$ cat config.mk
export PLATFORM = sky130hd
export DESIGN_NAME = dmem_arbiter_flat
export DESIGN_NICKNAME = d
export VERILOG_FILES = /design/src/rtl/dmem_arbiter_pkg.sv /design/src/rtl/dmem_arbiter_if.sv /design/src/rtl/dmem_starve_ctr.sv /design/src/rtl/dmem_arbiter.sv /design/src/flat_wrapper.sv
export SDC_FILE = /design/constraint.sdc
export NUM_CORES = 1
export LEC_CHECK = 0
export BUFFER_PORTS_ARGS = -buffer_cell sky130_fd_sc_hd__buf_2
export CORE_AREA = 2 2 207 209
export DETAILED_ROUTE_END_ITERATION = 7
export DIE_AREA = 0 0 209 211
export GPL_TIMING_DRIVEN = 1
export SLEW_MARGIN = 20
export SYNTH_ARGS = -nofsm -noshare
export SYNTH_HDL_FRONTEND = slang
export SYNTH_SLANG_ARGS = --single-unit
$ cat constraint.sdc
create_clock -name clk_i -period 2.7 [get_ports clk_i]
set_clock_uncertainty 0.15 [all_clocks]
set_input_delay 0.54 -clock clk_i [delete_from_list [all_inputs] [get_ports clk_i]]
set_output_delay 0.54 -clock clk_i [all_outputs]
set_load 0.05 [all_outputs]
$ cat src/rtl/dmem_arbiter_pkg.sv
// Shared types and helpers for the data-RAM arbiter: FSM states, port select,
// latched-request record and the address range check.
package dmem_arbiter_pkg;

    localparam int ADDR_W = 64;

    typedef enum logic [1:0] {
        DARB_IDLE = 2'd0,
        DARB_ACC  = 2'd1,
        DARB_RESP = 2'd2
    } darbState_e;

    typedef enum logic {
        DARB_CPU = 1'b0,
        DARB_DBG = 1'b1
    } darbPort_e;

    // Per-access attributes held from grant until the response is issued.
    typedef struct packed {
        darbPort_e port;
        logic      we;
        logic      err;
    } darbLatch_t;

    // A quadword access must fit entirely inside the RAM; all 64 bits count.
    function automatic logic addrOob(input logic [ADDR_W-1:0] addr, input int memBytes);
        return addr > (64'(memBytes) - 64'd8);
    endfunction

endpackage

$ cat src/rtl/dmem_arbiter_if.sv
// Requester port (CPU or DBG) and RAM-side bus bundles for the data-RAM arbiter.
interface dmem_arbiter_if #(
    parameter int DATA_W = 64
);
    logic              req;
    logic              we;
    logic [63:0]       addr;
    logic [DATA_W-1:0] wdata;
    logic [DATA_W-1:0] rdata;
    logic              done;
    logic              err;
    logic              stall;

    modport master (output req, we, addr, wdata, input rdata, done, err, stall);
    modport slave  (input req, we, addr, wdata, output rdata, done, err, stall);
endinterface

interface dmem_ram_if #(
    parameter int AW     = 10,
    parameter int DATA_W = 64
);
    logic              en;
    logic              we;
    logic [AW-1:0]     addr;
    logic [DATA_W-1:0] wdata;
    logic [DATA_W-1:0] rdata;

    modport master (output en, we, addr, wdata, input rdata);
    modport slave  (input en, we, addr, wdata, output rdata);
endinterface

$ cat src/rtl/dmem_starve_ctr.sv
// Saturating count of CPU grants taken while DBG waits; sat forces a DBG grant.
module dmem_starve_ctr #(
    parameter int STARVE_MAX = 4
) (
    input  logic clk_i,
    input  logic rst_n_i,
    input  logic inc,
    input  logic clr,
    output logic sat
);
    localparam int W = $clog2(STARVE_MAX + 1);

    logic [W-1:0] cnt;

    always_ff @(posedge clk_i) begin
        if (!rst_n_i) begin
            cnt <= '0;
        end else if (clr) begin
            cnt <= '0;
        end else if (inc && !sat) begin
            cnt <= cnt + W'(1);
        end
    end

    assign sat = (cnt == W'(STARVE_MAX));
endmodule

$ cat src/rtl/dmem_arbiter.sv
// Two-port arbiter/sequencer for the single-port data RAM: IDLE -> ACC -> RESP,
// CPU priority with a starvation cap for the debug/loader port.
module dmem_arbiter
    import dmem_arbiter_pkg::*;
#(
    parameter int MEM_BYTES  = 1024,
    parameter int DATA_W     = 64,
    parameter int STARVE_MAX = 4
) (
    input logic           clk_i,
    input logic           rst_n_i,
    dmem_arbiter_if.slave cpu,
    dmem_arbiter_if.slave dbg,
    dmem_ram_if.master    ram
);
    localparam int AW = $clog2(MEM_BYTES);

    darbState_e state, stateNxt;
    logic       grantCpu, grantDbg, grant;
    logic       cntInc, cntClr, cntSat;

    logic              reqWe, reqErr;
    logic [63:0]       reqAddr;
    logic [DATA_W-1:0] reqWdata;

    darbLatch_t        lat;
    logic [AW-1:0]     addrQ;
    logic [DATA_W-1:0] wdataQ;
    logic              ramEnQ, ramWeQ;
    logic              cpuDoneQ, cpuErrQ, cpuRdQ;
    logic              dbgDoneQ, dbgErrQ, dbgRdQ;
    logic              inAcc;

    dmem_starve_ctr #(.STARVE_MAX(STARVE_MAX)) uStarve (
        .clk_i   (clk_i),
        .rst_n_i (rst_n_i),
        .inc     (cntInc),
        .clr     (cntClr),
        .sat     (cntSat)
    );

    always_ff @(posedge clk_i) begin
        if (!rst_n_i) state <= DARB_IDLE;
        else          state <= stateNxt;
    end

    always_comb begin
        stateNxt = state;
        grantCpu = 1'b0;
        grantDbg = 1'b0;
        cntInc   = 1'b0;
        cntClr   = 1'b0;
        unique case (state)
            DARB_IDLE: begin
                // CPU wins unless DBG has been passed over STARVE_MAX times in a row.
                if (dbg.req && (!cpu.req || cntSat)) grantDbg = 1'b1;
                else if (cpu.req)                    grantCpu = 1'b1;
                cntInc = grantCpu && dbg.req;
                cntClr = grantDbg || !dbg.req;
                if (grantCpu || grantDbg) stateNxt = DARB_ACC;
            end
            DARB_ACC: stateNxt = DARB_RESP;
            default:  stateNxt = DARB_IDLE;
        endcase
    end

    assign grant    = grantCpu || grantDbg;
    assign reqWe    = grantDbg ? dbg.we    : cpu.we;
    assign reqAddr  = grantDbg ? dbg.addr  : cpu.addr;
    assign reqWdata = grantDbg ? dbg.wdata : cpu.wdata;
    assign reqErr   = addrOob(reqAddr, MEM_BYTES);
    assign inAcc    = (state == DARB_ACC);

    always_ff @(posedge clk_i) begin
        if (!rst_n_i) begin
            lat      <= '0;
            addrQ    <= '0;
            wdataQ   <= '0;
            ramEnQ   <= 1'b0;
            ramWeQ   <= 1'b0;
            cpuDoneQ <= 1'b0;
            cpuErrQ  <= 1'b0;
            cpuRdQ   <= 1'b0;
            dbgDoneQ <= 1'b0;
            dbgErrQ  <= 1'b0;
            dbgRdQ   <= 1'b0;
        end else begin
            if (grant) begin
                lat.port <= grantDbg ? DARB_DBG : DARB_CPU;
                lat.we   <= reqWe;
                lat.err  <= reqErr;
                addrQ    <= reqAddr[AW-1:0];
                wdataQ   <= reqWdata;
            end
            // An out-of-range access still walks through ACC, just without touching the RAM.
            ramEnQ   <= grant && !reqErr;
            ramWeQ   <= grant && !reqErr && reqWe;
            cpuDoneQ <= inAcc && (lat.port == DARB_CPU);
            cpuErrQ  <= inAcc && (lat.port == DARB_CPU) && lat.err;
            cpuRdQ   <= inAcc && (lat.port == DARB_CPU) && !lat.we && !lat.err;
            dbgDoneQ <= inAcc && (lat.port == DARB_DBG);
            dbgErrQ  <= inAcc && (lat.port == DARB_DBG) && lat.err;
            dbgRdQ   <= inAcc && (lat.port == DARB_DBG) && !lat.we && !lat.err;
        end
    end

    assign ram.en    = ramEnQ;
    assign ram.we    = ramWeQ;
    assign ram.addr  = addrQ;
    assign ram.wdata = wdataQ;

    // RAM read data arrives in RESP itself, so it is gated by a registered select.
    assign cpu.rdata = cpuRdQ ? ram.rdata : '0;
    assign cpu.done  = cpuDoneQ;
    assign cpu.err   = cpuErrQ;
    assign cpu.stall = cpu.req && !cpuDoneQ;

    assign dbg.rdata = dbgRdQ ? ram.rdata : '0;
    assign dbg.done  = dbgDoneQ;
    assign dbg.err   = dbgErrQ;
    assign dbg.stall = dbg.req && !dbgDoneQ;
endmodule

$ cat src/flat_wrapper.sv
// flat-port wrapper written by rule: the top's interface ports become plain ports
module dmem_arbiter_flat import dmem_arbiter_pkg::*;
#(
    parameter int MEM_BYTES  = 1024,
    parameter int DATA_W     = 64,
    parameter int STARVE_MAX = 4
)
  (clk_i, rst_n_i, cpu_req, cpu_we, cpu_addr, cpu_wdata, cpu_rdata, cpu_done, cpu_err, cpu_stall, dbg_req, dbg_we, dbg_addr, dbg_wdata, dbg_rdata, dbg_done, dbg_err, dbg_stall, ram_en, ram_we, ram_addr, ram_wdata, ram_rdata);
  dmem_arbiter_if #(.DATA_W(DATA_W)) cpu_i ();
  dmem_arbiter_if #(.DATA_W(DATA_W)) dbg_i ();
  dmem_ram_if #(.AW((10)), .DATA_W(DATA_W)) ram_i ();
  input logic clk_i;
  input logic rst_n_i;
  input wire logic [$bits(cpu_i.req)-1:0] cpu_req;
  input wire logic [$bits(cpu_i.we)-1:0] cpu_we;
  input wire logic [$bits(cpu_i.addr)-1:0] cpu_addr;
  input wire logic [$bits(cpu_i.wdata)-1:0] cpu_wdata;
  output wire logic [$bits(cpu_i.rdata)-1:0] cpu_rdata;
  output wire logic [$bits(cpu_i.done)-1:0] cpu_done;
  output wire logic [$bits(cpu_i.err)-1:0] cpu_err;
  output wire logic [$bits(cpu_i.stall)-1:0] cpu_stall;
  input wire logic [$bits(dbg_i.req)-1:0] dbg_req;
  input wire logic [$bits(dbg_i.we)-1:0] dbg_we;
  input wire logic [$bits(dbg_i.addr)-1:0] dbg_addr;
  input wire logic [$bits(dbg_i.wdata)-1:0] dbg_wdata;
  output wire logic [$bits(dbg_i.rdata)-1:0] dbg_rdata;
  output wire logic [$bits(dbg_i.done)-1:0] dbg_done;
  output wire logic [$bits(dbg_i.err)-1:0] dbg_err;
  output wire logic [$bits(dbg_i.stall)-1:0] dbg_stall;
  output wire logic [$bits(ram_i.en)-1:0] ram_en;
  output wire logic [$bits(ram_i.we)-1:0] ram_we;
  output wire logic [$bits(ram_i.addr)-1:0] ram_addr;
  output wire logic [$bits(ram_i.wdata)-1:0] ram_wdata;
  input wire logic [$bits(ram_i.rdata)-1:0] ram_rdata;
  assign cpu_i.req = cpu_req;
  assign cpu_i.we = cpu_we;
  assign cpu_i.addr = cpu_addr;
  assign cpu_i.wdata = cpu_wdata;
  assign cpu_rdata = cpu_i.rdata;
  assign cpu_done = cpu_i.done;
  assign cpu_err = cpu_i.err;
  assign cpu_stall = cpu_i.stall;
  assign dbg_i.req = dbg_req;
  assign dbg_i.we = dbg_we;
  assign dbg_i.addr = dbg_addr;
  assign dbg_i.wdata = dbg_wdata;
  assign dbg_rdata = dbg_i.rdata;
  assign dbg_done = dbg_i.done;
  assign dbg_err = dbg_i.err;
  assign dbg_stall = dbg_i.stall;
  assign ram_en = ram_i.en;
  assign ram_we = ram_i.we;
  assign ram_addr = ram_i.addr;
  assign ram_wdata = ram_i.wdata;
  assign ram_i.rdata = ram_rdata;
  dmem_arbiter #(.MEM_BYTES(MEM_BYTES), .DATA_W(DATA_W), .STARVE_MAX(STARVE_MAX)) u_core (.clk_i(clk_i), .rst_n_i(rst_n_i), .cpu(cpu_i), .dbg(dbg_i), .ram(ram_i));
endmodule
==> flow_summary.toml <==
[outcome]
outcome = "complete, no violations"

[drt]
routedWlPerCell_um = 16.4
vias = 6410
remaining_drc_errors = 0
wirelength_mm = 27.1
avgViaCountPerCell = 3.89
drt_pre_antenna_iters = 4
ant_nets = 0
drtIter0Drc = 227

[pwr]
powerDensity_nw_per_um2 = 486
p_switching_uw = 1630
finalPower_uw = 4260
p_clk_share_pct = 28.6
p_int_uw = 2630
combPwrFrac_pct = 35.3
seq_power_share_pct = 36.1
ir_worst_vdd_uv = 277
swShare_pct = 38.3
p_leak_uw = 0.00554

[yosys]
synth_mux_area_share_pct = 14.8
yosys_warnings = 0
synth_xor_area_share_pct = 0
ys_ff_latch = 90
syn_area_um2 = 5140
synth_edf_count = 0
synth_compound_area_share_pct = 16.2
ys_seq_area_share_pct = 35.0
yosysUniqueCellTypes = 28
syn_avg_cell_area_um2 = 8.86
synthAdderAreaFrac_pct = 0.486
synth_top_family_by_area = "simple AND/OR/NAND/NOR gates"
synth-main-ff-cell = "dfxtp_1"
syn_nets = 909
synth_cells = 581
synthSimpleGateAreaFrac_pct = 29.0
ys_async_sr_fraction_pct = 0

[worst_setup_path]
crit_path_end_kind = "primary output"
critical_path.startpoint_type = "register"
r2r_setup_slack_ns = 0.47
r2r-start = "u_core.uStarve.cnt[0]$_SDFFE_PP0P_"
r2r_end = "u_core.ram.wdata[60]$_SDFFE_PN0N_"
crit_path_start = "u_core.cpuRdQ$_SDFF_PN0_"
critPathRequiredTime_ns = 2.01
r2r_cells = 8
cp.arrival_ns = 1.66
path_class = "register to primary output"
crit_end = "cpu_rdata[53]"
crit_fanout = 64

[min_path]
hold_path.class = "register to register"

[clock_tree]
cts_tree = "done"
clock_latency_ns = 0.35
cts_setup_buffers = 0
h-tree-depth = 3
postCtsResizedCells = 0
root_buffer = "clkbuf_16"
path_clk_slew_ns = 0.07
cts_buffers = 9
cts.sinks = 90
clk_path_buf_depth = 2
cts.hold.buffers_added = 0

[cells_and_area]
layout_common_cells = "buf_2 (535), and2_1 (133), dfxtp_1 (88), nand2_1 (81), mux2i_1 (76)"
drive_above_1_share_pct = 52.2
nNetsFinal = 1427
layout_commonest_cell = "buf_2"
instances_no_fill = 1649
areaGrowthSynthToFinish_pct = 70.6

[timing]
relSlewSlack_pct = 55.9
clock.fmax_ghz = 0.425
tightest_slew_ns = 0.662
rsz0062_at_grt = "no"
post-route-period-util_pct = 87.1
timing.hold.ws_ns = 0.306
fin_tns_setup_ns = 0
hold_viol = 0
report.final.slew_viol_count = 0
period_minus_slack_ns = 2.35
finalSetupViolCount = 0
worst_slack_ns = 0.348

[place]
gp_congestion = 0.827
dp_hpwl_mm = 23.5
dpl.cell_count = 1627
post-place-ws_ns = 0.339
io_buffers = 535

[grt]
grt_usage_pct = 11.6
overflow = 0
antenna_found_initial = 12
grt_pass1_wl_mm = 37.2
grt_max_degree = 82
grt_pass1_vias = 6109

[flow_run]
maxCapViolCount = 0

[floorplan]
die_width_um = 209
row_count = 75
dieArea_um2 = 44100
ios = 536
die_h_um = 211
initial_core_util_pct = 12.3
core-area_um2 = 41800
-- flip-flops by register name, indices dropped and copies added (netlist names) --
name and count:
u_core.ram.wdata 64, u_core.ram.addr 10, u_core.lat 3, u_core.uStarve.cnt 3, u_core.state 2, u_core.cpu.done 1
u_core.cpu.err 1, u_core.cpuRdQ 1, u_core.dbg.done 1, u_core.dbg.err 1, u_core.dbgRdQ 1, u_core.ram.en 1
u_core.ram.we 1
-- cells in the mapped netlist (2+ instances only) --
cell type | n | share of area [%]
dfxtp_1 | 90 | 35
nor2b_1 | 2 | 0.24
nor3_1 | 7 | 0.68
nand2_1 | 81 | 5.9
a21boi_0 | 4 | 0.58
buf_1 | 5 | 0.36
ha_1 | 2 | 0.49
nand4_1 | 8 | 0.97
clkbuf_1 | 30 | 2.2
mux2i_1 | 76 | 15
inv_1 | 3 | 0.22
buf_2 | 11 | 1.1
o21ai_0 | 4 | 0.39
nor2_1 | 6 | 0.44
nor3b_1 | 2 | 0.29
buf_6 | 3 | 0.66
nand3_1 | 4 | 0.39
o211a_1 | 75 | 15
nor4_1 | 27 | 3.3
and2_1 | 133 | 16
-- power groups by stage --
stage	sequential [uW]	clock [uW]	combinational (uW)
after global placement	1560	0	1500
after global routing	1550	1330	1600
after detailed placement	1570	0	1520
final	1540	1220	1500
after floorplan	2010	0	515
after CTS	1540	1310	1520
-- metal layers --
layer	GRT usage (%)	routed length, um	vias to the layer above
met5	0	13	-
met4	5.15	1140	2
met3	3.11	1900	41
met2	21.9	14100	318
met1	12.0	9950	2960
li1	-	-	3089
-- worst max-delay path: stages, from the launching register on --
cell	delay (ns)
dfxtp_2	0.31
buf_4	0.39
and2_1	0.27
buf_2	0.31
-- area by class of cell --
cell class,count,area (um^2)
inverters,3,11.3
repair buffers,556,2870
multi-input cells,439,3120
clock inverters,5,37.5
clock buffers,11,243
flip-flops and latches,90,1800
fillers,4682,33000
well taps,539,674
diodes,6,15.0
-- how the worst min path moves through the flow --
stage | startpoint | end | slack, ns | depth (start not counted)
6_report | u_core.lat[1]$_SDFFE_PN0N_ | u_core.dbgRdQ$_SDFF_PN0_ | 0.31 | 1
5_1_grt | u_core.lat[2]$_SDFFE_PN0N_ | u_core.cpu.done$_SDFF_PN0_ | 0.33 | 1
4_1_cts | u_core.lat[1]$_SDFFE_PN0N_ | u_core.dbgRdQ$_SDFF_PN0_ | 0.31 | 1
3_5_place_dp | u_core.lat[1]$_SDFFE_PN0N_ | u_core.dbgRdQ$_SDFF_PN0_ | 0.29 | 1
3_3_place_gp | u_core.lat[1]$_SDFFE_PN0N_ | u_core.dbgRdQ$_SDFF_PN0_ | 0.29 | 1
2_1_floorplan | u_core.lat[2]$_SDFFE_PN0N_ | u_core.cpu.done$_SDFF_PN0_ | 0.26 | 1
-- kinds of logic (layout without fill, tap and decap cells) --
family / count (synthesis) / count (layout)
AOI/OAI and AO/OA: 87 / 87
buffers and inverters: 52 / 575
muxes: 76 / 76
and+or+nand+nor: 274 / 274
DFF: 90 / 90
adders and majority gates: 2 / 2
other: 0 / 6
-- per-stage QoR --
stage / util [%] / cell area [um^2]
2_1_floorplan: - / 5140
3_3_place_gp: 20.3 / 8480
3_5_place_dp: 20.3 / 8480
4_1_cts: 21.0 / 8760
5_1_grt: 21.0 / 8770
6_report: 21.0 / 8780
Power figures use the tool's default switching activity.
